## src/rtl/pipeline_hazard_ctrl_if.sv

```systemverilog
// rtl/pipeline_hazard_ctrl_if.sv - hazard inputs and latch control outputs between pipeline and hazard controller
interface pipeline_hazard_ctrl_if #(
  parameter int REGW = 5
);
  logic            ihit;
  logic            dhit;
  logic            mem_dreq;
  logic            ex_memread;
  logic [REGW-1:0] ex_rd;
  logic [REGW-1:0] id_rs;
  logic [REGW-1:0] id_rt;
  logic            id_uses_rt;
  logic            branch_taken;
  logic            halt_in;

  logic            pc_en;
  logic            if_id_stall;
  logic            id_ex_stall;
  logic            ex_mem_stall;
  logic            mem_wb_stall;
  logic            if_id_bubble;
  logic            id_ex_bubble;
  logic            ex_mem_bubble;
  logic            mem_wb_bubble;
  logic            halted;

  modport master (
    output ihit, dhit, mem_dreq, ex_memread, ex_rd, id_rs, id_rt, id_uses_rt, branch_taken, halt_in,
    input  pc_en, if_id_stall, id_ex_stall, ex_mem_stall, mem_wb_stall,
           if_id_bubble, id_ex_bubble, ex_mem_bubble, mem_wb_bubble, halted
  );

  modport slave (
    input  ihit, dhit, mem_dreq, ex_memread, ex_rd, id_rs, id_rt, id_uses_rt, branch_taken, halt_in,
    output pc_en, if_id_stall, id_ex_stall, ex_mem_stall, mem_wb_stall,
           if_id_bubble, id_ex_bubble, ex_mem_bubble, mem_wb_bubble, halted
  );
endinterface

```

## src/rtl/pipeline_hazard_ctrl.sv

```systemverilog
// rtl/pipeline_hazard_ctrl.sv - 5-stage pipeline stall/flush/halt controller
// Optional HAZARD_PERF_EN adds saturating stall_cycles / flush_count counters.
module pipeline_hazard_ctrl #(
  parameter int LU_CYCLES = 1,
  parameter int REGW      = 5
) (
  input  logic                     CLK,
  input  logic                     RST,
  pipeline_hazard_ctrl_if.slave    hz
`ifdef HAZARD_PERF_EN
  ,
  output logic [31:0]              stall_cycles,
  output logic [15:0]              flush_count
`endif
);

  typedef enum logic [1:0] {RUN, LDUSE, DWAIT, HALT} state_t;

  state_t     state, next_state;
  logic [1:0] lu_cnt, lu_next;
  logic       lu;
  logic       flush;
  logic       pc_en;
  logic [3:0] stall;   // {if_id, id_ex, ex_mem, mem_wb}
  logic [3:0] bubble;  // {if_id, id_ex, ex_mem, mem_wb}
  logic       halted;

  assign lu = hz.ex_memread && (hz.ex_rd != REGW'(0)) &&
              ((hz.ex_rd == hz.id_rs) || (hz.id_uses_rt && (hz.ex_rd == hz.id_rt)));

  always_ff @(posedge CLK) begin
    if (RST) begin
      state  <= RUN;
      lu_cnt <= 2'd0;
    end else begin
      state  <= next_state;
      lu_cnt <= lu_next;
    end
  end

  always_comb begin
    pc_en      = 1'b1;
    stall      = 4'b0000;
    bubble     = 4'b0000;
    halted     = 1'b0;
    flush      = 1'b0;
    next_state = RUN;
    lu_next    = lu_cnt;
    if (RST) begin
      pc_en   = 1'b0;
      bubble  = 4'b1111;
      lu_next = 2'd0;
    end else if (state == HALT || hz.halt_in) begin
      pc_en      = 1'b0;
      stall      = 4'b1111;
      halted     = (state == HALT);
      next_state = HALT;
    end else if (hz.mem_dreq && !hz.dhit) begin
      pc_en      = 1'b0;
      stall      = 4'b1110;
      bubble     = 4'b0001;
      next_state = DWAIT;
      lu_next    = 2'd0;
    end else if (hz.branch_taken) begin
      // A branch held in EX through a data wait lands here on the dhit cycle.
      bubble  = 4'b1100;
      flush   = 1'b1;
      lu_next = 2'd0;
    end else if (state == LDUSE || lu) begin
      // Load-use stall also covers a concurrent fetch wait: IF/ID holds, no bubble.
      pc_en  = 1'b0;
      stall  = 4'b1000;
      bubble = 4'b0100;
      if (state == LDUSE) begin
        lu_next    = lu_cnt - 2'd1;
        next_state = (lu_cnt == 2'd1) ? RUN : LDUSE;
      end else if (LU_CYCLES > 1) begin
        lu_next    = 2'(LU_CYCLES - 1);
        next_state = LDUSE;
      end
    end else if (!hz.ihit) begin
      pc_en  = 1'b0;
      bubble = 4'b1000;
    end
  end

  assign hz.pc_en         = pc_en;
  assign hz.if_id_stall   = stall[3];
  assign hz.id_ex_stall   = stall[2];
  assign hz.ex_mem_stall  = stall[1];
  assign hz.mem_wb_stall  = stall[0];
  assign hz.if_id_bubble  = bubble[3];
  assign hz.id_ex_bubble  = bubble[2];
  assign hz.ex_mem_bubble = bubble[1];
  assign hz.mem_wb_bubble = bubble[0];
  assign hz.halted        = halted;

`ifdef HAZARD_PERF_EN
  always_ff @(posedge CLK) begin
    if (RST) begin
      stall_cycles <= 32'd0;
      flush_count  <= 16'd0;
    end else begin
      if (!pc_en && state != HALT && stall_cycles != 32'hFFFF_FFFF)
        stall_cycles <= stall_cycles + 32'd1;
      if (flush && flush_count != 16'hFFFF)
        flush_count <= flush_count + 16'd1;
    end
  end
`else
  logic unused_flush;
  assign unused_flush = flush;
`endif

endmodule

```

## src/flat_wrapper.sv

```systemverilog
// flat-port wrapper written by rule: the top's interface ports become plain ports
module pipeline_hazard_ctrl_flat 
#(
  parameter int LU_CYCLES = 1,
  parameter int REGW      = 5
)
  (CLK, RST, hz_ihit, hz_dhit, hz_mem_dreq, hz_ex_memread, hz_ex_rd, hz_id_rs, hz_id_rt, hz_id_uses_rt, hz_branch_taken, hz_halt_in, hz_pc_en, hz_if_id_stall, hz_id_ex_stall, hz_ex_mem_stall, hz_mem_wb_stall, hz_if_id_bubble, hz_id_ex_bubble, hz_ex_mem_bubble, hz_mem_wb_bubble, hz_halted);
  pipeline_hazard_ctrl_if #(.REGW(REGW)) hz_i ();
  input  logic CLK;
  input  logic RST;
  input wire logic [$bits(hz_i.ihit)-1:0] hz_ihit;
  input wire logic [$bits(hz_i.dhit)-1:0] hz_dhit;
  input wire logic [$bits(hz_i.mem_dreq)-1:0] hz_mem_dreq;
  input wire logic [$bits(hz_i.ex_memread)-1:0] hz_ex_memread;
  input wire logic [$bits(hz_i.ex_rd)-1:0] hz_ex_rd;
  input wire logic [$bits(hz_i.id_rs)-1:0] hz_id_rs;
  input wire logic [$bits(hz_i.id_rt)-1:0] hz_id_rt;
  input wire logic [$bits(hz_i.id_uses_rt)-1:0] hz_id_uses_rt;
  input wire logic [$bits(hz_i.branch_taken)-1:0] hz_branch_taken;
  input wire logic [$bits(hz_i.halt_in)-1:0] hz_halt_in;
  output wire logic [$bits(hz_i.pc_en)-1:0] hz_pc_en;
  output wire logic [$bits(hz_i.if_id_stall)-1:0] hz_if_id_stall;
  output wire logic [$bits(hz_i.id_ex_stall)-1:0] hz_id_ex_stall;
  output wire logic [$bits(hz_i.ex_mem_stall)-1:0] hz_ex_mem_stall;
  output wire logic [$bits(hz_i.mem_wb_stall)-1:0] hz_mem_wb_stall;
  output wire logic [$bits(hz_i.if_id_bubble)-1:0] hz_if_id_bubble;
  output wire logic [$bits(hz_i.id_ex_bubble)-1:0] hz_id_ex_bubble;
  output wire logic [$bits(hz_i.ex_mem_bubble)-1:0] hz_ex_mem_bubble;
  output wire logic [$bits(hz_i.mem_wb_bubble)-1:0] hz_mem_wb_bubble;
  output wire logic [$bits(hz_i.halted)-1:0] hz_halted;
  assign hz_i.ihit = hz_ihit;
  assign hz_i.dhit = hz_dhit;
  assign hz_i.mem_dreq = hz_mem_dreq;
  assign hz_i.ex_memread = hz_ex_memread;
  assign hz_i.ex_rd = hz_ex_rd;
  assign hz_i.id_rs = hz_id_rs;
  assign hz_i.id_rt = hz_id_rt;
  assign hz_i.id_uses_rt = hz_id_uses_rt;
  assign hz_i.branch_taken = hz_branch_taken;
  assign hz_i.halt_in = hz_halt_in;
  assign hz_pc_en = hz_i.pc_en;
  assign hz_if_id_stall = hz_i.if_id_stall;
  assign hz_id_ex_stall = hz_i.id_ex_stall;
  assign hz_ex_mem_stall = hz_i.ex_mem_stall;
  assign hz_mem_wb_stall = hz_i.mem_wb_stall;
  assign hz_if_id_bubble = hz_i.if_id_bubble;
  assign hz_id_ex_bubble = hz_i.id_ex_bubble;
  assign hz_ex_mem_bubble = hz_i.ex_mem_bubble;
  assign hz_mem_wb_bubble = hz_i.mem_wb_bubble;
  assign hz_halted = hz_i.halted;
  pipeline_hazard_ctrl #(.LU_CYCLES(LU_CYCLES), .REGW(REGW)) u_core (.CLK(CLK), .RST(RST), .hz(hz_i));
endmodule
```

## config.mk

```make
export PLATFORM = sky130hd
export DESIGN_NAME = pipeline_hazard_ctrl_flat
export DESIGN_NICKNAME = d
export VERILOG_FILES = /design/src/rtl/pipeline_hazard_ctrl_if.sv /design/src/rtl/pipeline_hazard_ctrl.sv /design/src/flat_wrapper.sv
export SDC_FILE = /design/constraint.sdc
export NUM_CORES = 1
export LEC_CHECK = 0
export BUFFER_PORTS_ARGS = -buffer_cell sky130_fd_sc_hd__buf_2
export CORE_AREA = 4 4 41 43
export DETAILED_ROUTE_END_ITERATION = 10
export DIE_AREA = 0 0 45 47
export PLACE_DENSITY = 0.71
export SYNTH_ARGS = -nofsm -noshare
export SYNTH_HDL_FRONTEND = slang
export SYNTH_SLANG_ARGS = --single-unit
```

## constraint.sdc

```tcl
create_clock -name CLK -period 1.22 [get_ports CLK]
set_input_delay 0.061 -clock CLK [delete_from_list [all_inputs] [get_ports CLK]]
set_output_delay 0.061 -clock CLK [all_outputs]
set_load 0.05 [all_outputs]
```

* Yosys cells after proc, flatten, opt, wreduce, memory -nomap -nowiden
Cells that the tools add are included.
** Operators by class
- Add/subtract/negate cells :: 1
- Reduce and logical (&&, ||, !) cells :: 12
- Mux-type cells :: 29
- Equal/unequal tests :: 5
- Bitwise logic cells :: 1
** Operators by type and width (number)
- two-way mux 4 bit :: 11
- two-way mux 2 bit :: 9
- equality test 5 bit :: 2
- two-way mux 1 bit :: 9
- nonzero test 3 bit :: 2
- nonzero test 5 bit :: 1
- equality test 2 x 1 -> 1 bit, second input constant :: 2
- logical AND 1 bit :: 4
- logical OR 1 bit :: 3
- AND reduction 3 bit :: 1
- equality test 2 bit, second input constant :: 1
- subtractor 2 x 1 -> 2 bit, second input constant :: 1
- zero test 1 bit :: 1
- inverter 1 bit :: 1
** Word-level totals
- Output and inout bits :: 10
- Input port bits :: 24
- Word-level logic and storage cells :: 50
- Register bits :: 4

* Depth between registers and ports, before layout
- Word-level depth :: 10
- Depth in mapped cells :: 5
- Gate-level depth less buffers :: 5

* Worst setup path before layout
Ideal clock, no wire load.
- Path type :: register to output
- Start :: register u_core.state[0]
- End :: output hz_if_id_stall
- Buffers on the path :: 0
- Stages on the path, launching flop included :: 4
- Data arrival time :: 2.019 ns
- Required time :: 1.159 ns
- Setup slack :: -0.860 ns
- Cells stage by stage :: dfxtp_1 > a21oi_1 > and2b_1 > a221oi_1
** On the way
- Cells in the longest elaborated chain, start to end :: 7
- Elaborated cells between the ends (all ways) :: 9
- Classes of those cells :: eq/ne: 2; mux: 5; reduce/logical: 2
** RTL lines
- start, declared :: RTL line pipeline_hazard_ctrl.sv:19 : state_t state, next_state;
- start signal, assigned :: RTL line pipeline_hazard_ctrl.sv:36 : state <= next_state;
- equality test 2 x 1 -> 1 bit :: RTL line pipeline_hazard_ctrl.sv:69 : end else if (state == LDUSE || lu) begin
- logical OR 1 bit :: RTL line pipeline_hazard_ctrl.sv:69
- two-way mux 4 bit :: RTL line pipeline_hazard_ctrl.sv:69
- two-way mux 4 bit :: RTL line pipeline_hazard_ctrl.sv:64 : end else if (hz.branch_taken) begin
- two-way mux 4 bit :: RTL line pipeline_hazard_ctrl.sv:58 : end else if (hz.mem_dreq && !hz.dhit) begin
- two-way mux 4 bit * :: RTL line pipeline_hazard_ctrl.sv:53 : end else if (state == HALT || hz.halt_in) begin
- two-way mux 4 bit * :: RTL line pipeline_hazard_ctrl.sv:49 : if (RST) begin
- end, declared :: RTL line flat_wrapper.sv:22 : output wire logic [$bits(hz_i.if_id_stall)-1:0] hz_if_id_stall;
Every way passes the cells marked *; elsewhere a longest branch is shown, timed or not.

* Worst setup path after layout
- Start :: register u_core.state[1]
- End :: output hz_if_id_bubble
** On the way
- Cells in the longest elaborated chain, start to end :: 7
- Elaborated cells between the ends (all ways) :: 9
- Classes of those cells :: eq/ne: 2; mux: 5; reduce/logical: 2
** RTL lines
- equality test 2 x 1 -> 1 bit :: RTL line pipeline_hazard_ctrl.sv:69
- logical OR 1 bit :: RTL line pipeline_hazard_ctrl.sv:69
- two-way mux 4 bit :: RTL line pipeline_hazard_ctrl.sv:69
- two-way mux 4 bit :: RTL line pipeline_hazard_ctrl.sv:64
- two-way mux 4 bit :: RTL line pipeline_hazard_ctrl.sv:58
- two-way mux 4 bit * :: RTL line pipeline_hazard_ctrl.sv:53
- two-way mux 4 bit * :: RTL line pipeline_hazard_ctrl.sv:49
- end, declared :: RTL line flat_wrapper.sv:26 : output wire logic [$bits(hz_i.if_id_bubble)-1:0] hz_if_id_bubble;
Marks and branches as above.

==> Implementation_results.wiki <==
{| class="wikitable"
! Metric !! Value
|-
| IR Drop Worst-Case VDD || about 570 uV
|-
| Transition at the pin with the smallest max-transition slack || between 300 and 400 ps
|-
| Vert. Die Dim || 47 um
|-
| Setup slack on the worst flop-to-flop path || -90 ps
|-
| Total nets after synthesis || just under 80
|-
| Wirelength per Cell || 14.16 um
|-
| Clk_skew || about 1.5 ps
|-
| Hold Crit Class || input port to flop
|-
| Clock period minus final worst setup slack || between 1500 and 2000 ps
|-
| Area growth from synthesis to layout || 111.5%
|-
| Leakage power figure || approximately 0.41 nW
|-
| DRT antenna net count || 0
|-
| # port buffers || 33
|-
| Flop and latch count out of synthesis || 4
|-
| Kind of cell adding the most delay to the critical path || compound AO/OA/AOI/OAI gates
|-
| Share of final-layout standard cells stronger than drive strength 1 || 0.6800
|-
| Data required time of the worst path || around 1200 ps
|-
| Failing checks || setup timing
|-
| Final HPWL from detailed placement || 1140 um
|-
| Global Route Usage Sum || 0.1602
|-
| Critical path buffer and inverter count || 1
|-
| Global-route wire length before repair || 2477 um
|-
| Number of hold violations in the final report || 0
|-
| DRC violation total after the first TritonRoute iteration || 9
|-
| Die Span X || between 40 and 50 um
|-
| Number of different library cells in the post-synthesis netlist || 29
|-
| Number of endpoints failing setup at the final stage || 7
|-
| Cell count after synthesis || 52
|-
| Via count || 582
|-
| Gp weighted congestion || a little under 0.8
|-
| Seq/Total Area, Yosys || 0.1893
|-
| Outcome || complete, but fails checks
|-
| Insertion delay of the later-clocked pin in the worst-skew pair || ~240 ps
|-
| Worst setup path endpoint || hz_if_id_bubble
|-
| Portion of the clock cycle consumed by the worst path in the final layout || 1.257
|-
| Kind of critical path || flop to primary output
|-
| Max Slew Vio Count || 0
|-
| Biggest area contributors in the synthesized netlist || sky130_fd_sc_hd__dfxtp_1 19%, sky130_fd_sc_hd__xor2_1 12%, sky130_fd_sc_hd__xnor2_1 8.3%
|-
| TritonCTS sink count || 4
|-
| Ys Warns || 0
|-
| Kind of launch point of the worst setup path || flop
|-
| Count of unresolved DRC violations after routing || 0
|-
| Arrival time of data at the critical path endpoint || 1470 ps
|-
| DR vias/cell || 5.061
|-
| Cell area after technology mapping || 422.9 sq um
|-
| Root buf cell || sky130_fd_sc_hd__clkbuf_4
|-
| Number of cells on the worst reg-to-reg path || 4
|-
| Starting Density || 0.3250
|-
| Maximum number of buffers from clock root to sink || 2
|-
| Number of enable flip-flop cells after synthesis || 0
|-
| Number of global-route vias before repair || between 500 and 600
|-
| Antenna violations before repair || 0
|-
| DR pass1 iterations || 4
|-
| Number of antenna repair diodes || 0
|-
| Floorplan core area || around 1300 sq um
|-
| Setup repair after global routing missed its margin || yes
|-
| Final nets || 126
|-
| Power density relative to cell area || between 700 and 800 nW/um^2
|-
| Post-synth ARST share || 0
|-
| Maximum operating frequency || ~650 MHz
|-
| Hold slack final || 233.7 ps
|-
| Crit-path max FO || 5
|-
| Origin of the critical flop-to-flop path || u_core.state[1]
|-
| Max-cap violations || 0
|-
| Cts bufs inserted || 3
|-
| Commonest cells post-synth || 6 x sky130_fd_sc_hd__nor2_1, 6 x sky130_fd_sc_hd__xor2_1, 4 x sky130_fd_sc_hd__dfxtp_1, 4 x sky130_fd_sc_hd__xnor2_1
|-
| Cell Chain, Critical Path || a21oi_4 > and2b_2 > a221o_2 > buf_8
|-
| Critical Path Stages || 4
|-
| Clock-pin transition on the worst setup and hold timing paths || approximately 40 ps
|-
| Mean post-synth cell area || approximately 8.1 sq um
|-
| Drt total wl || about 1600 um
|-
| Site Rows || 13
|-
| Worst reg2reg path endpoint || u_core.state[0]
|-
| Worst Setup Slack, final || -313.4 ps
|-
| Leftover overflow at the end of global routing || 0
|-
| Normalized max-slew margin || 0.7532
|-
| Clock tree from TritonCTS || built
|-
| Utilization after layout || 0.6875
|-
| H-tree levels || 1
|-
| Cell type with the largest total area after synthesis || sky130_fd_sc_hd__dfxtp_1
|-
| Maximum number of pins on one net before global-route repair || 8
|-
| Crit path capture type || primary output
|-
| Main synth FF type || sky130_fd_sc_hd__dfxtp_1
|-
| Layout fillers || around 110
|-
| Worst setup path start || u_core.state[1]
|-
| Top-Level Pins || 34
|-
| Post-synth top area share || 0.1893
|-
| Worst-path cell with the longest stage delay || sky130_fd_sc_hd__a221o_2
|-
| Delay contributed by the slowest stage of the critical path || around 410 ps
|-
| Total Die Area || ~2100 sq um
|}
## worst min-delay path, cell delays in order
cell                      delay [ps]
sky130_fd_sc_hd__buf_2           170
sky130_fd_sc_hd__or4_4           160
sky130_fd_sc_hd__a21oi_2          40
## sequential cells by signal, summed over array words and instances (netlist names)
register / count
u_core.lu_cnt: 2
u_core.state: 2
## final cells by class
class / count / area (sq um) / share of cell area
multi-input cells: 43 / 402.9 / 0.4503
repair buffers: 47 / 352.8 / 0.3944
well taps: 15 / 18.77 / 0.02098
flip-flops and latches: 4 / 86.33 / 0.09650
clock buffers: 4 / 26.28 / 0.02937
inverters: 2 / 7.507 / 0.008392
## power by group
part           internal (mW)  leakage [nW]  switching [mW]
combinational          0.171         0.364           0.196
clock                  0.123        0.0150          0.0646
sequential             0.138        0.0342         0.00775
total                  0.433         0.413           0.268
## through the flow
stage	total power [mW]	worst slack (ps)	cells	TNS [ps]	instance area, sq um
floorplan	0.3377	-184.2	52	-657.7	485.5
global placement	0.4458	-337.6	109	-1356	737.0
detailed placement	0.4493	-362.5	109	-1511	737.0
CTS	0.6770	-299.8	114	-1451	850.8
global route	0.7487	-376.4	115	-2316	894.6
finish	0.7018	-313.4	115	-1652	894.6
## how the worst min path moves through the flow
stage          cells past startpoint       startpoint              end  slack [ps]
4_1_cts                            3  hz_branch_taken  u_core.state[0]         210
3_3_place_gp                       3  hz_branch_taken  u_core.state[0]         460
3_5_place_dp                       3  hz_branch_taken  u_core.state[0]         460
6_report                           3  hz_branch_taken  u_core.state[0]         230
5_1_grt                            3  hz_branch_taken  u_core.state[0]         240
2_1_floorplan                      2       hz_halt_in  u_core.state[0]         210
## layout by cell type, fill, tap and decap left out, types with 2 or more instances in the layout
cell	n
sky130_fd_sc_hd__buf_2	21
sky130_fd_sc_hd__buf_4	13
sky130_fd_sc_hd__buf_6	10
sky130_fd_sc_hd__xor2_1	6
sky130_fd_sc_hd__nor2_1	5
sky130_fd_sc_hd__xnor2_1	4
sky130_fd_sc_hd__clkbuf_4	4
sky130_fd_sc_hd__inv_1	2
sky130_fd_sc_hd__nor4_1	2
sky130_fd_sc_hd__and3_1	2
sky130_fd_sc_hd__nand2_2	2
sky130_fd_sc_hd__buf_8	2
sky130_fd_sc_hd__dfxtp_2	2
## timing repair
item                                    CTS  global route
buffers inserted                          1             1
cloned                                    0             0
hold buffers                              0             0
endpoints found under the setup margin   10            10
gates resized for setup                  21            11
pin swaps                                11             2
## layer usage
metal / up-vias / global-route usage / part of all wire
met2: 23 / 0.2994 / 0.56
met3: 4 / 0.03065 / 0.057
met4: 0 / 0.07602 / 0.025
met5: - / 0 / 0
met1: 269 / 0.1723 / 0.36
li1: 286 / - / -
## kinds of logic after synthesis
group	count (synthesis)	share of synthesized area
AO/OA/AOI/OAI	9	0.1775
XOR/XNOR	10	0.2071
adder cells (fa/ha/maj)	1	0.02958
buffers and inverters	5	0.06212
flip-flops	4	0.1894
multiplexers	1	0.02367
AND/OR/NAND/NOR	22	0.3106
(Power assumes the default switching activity.)
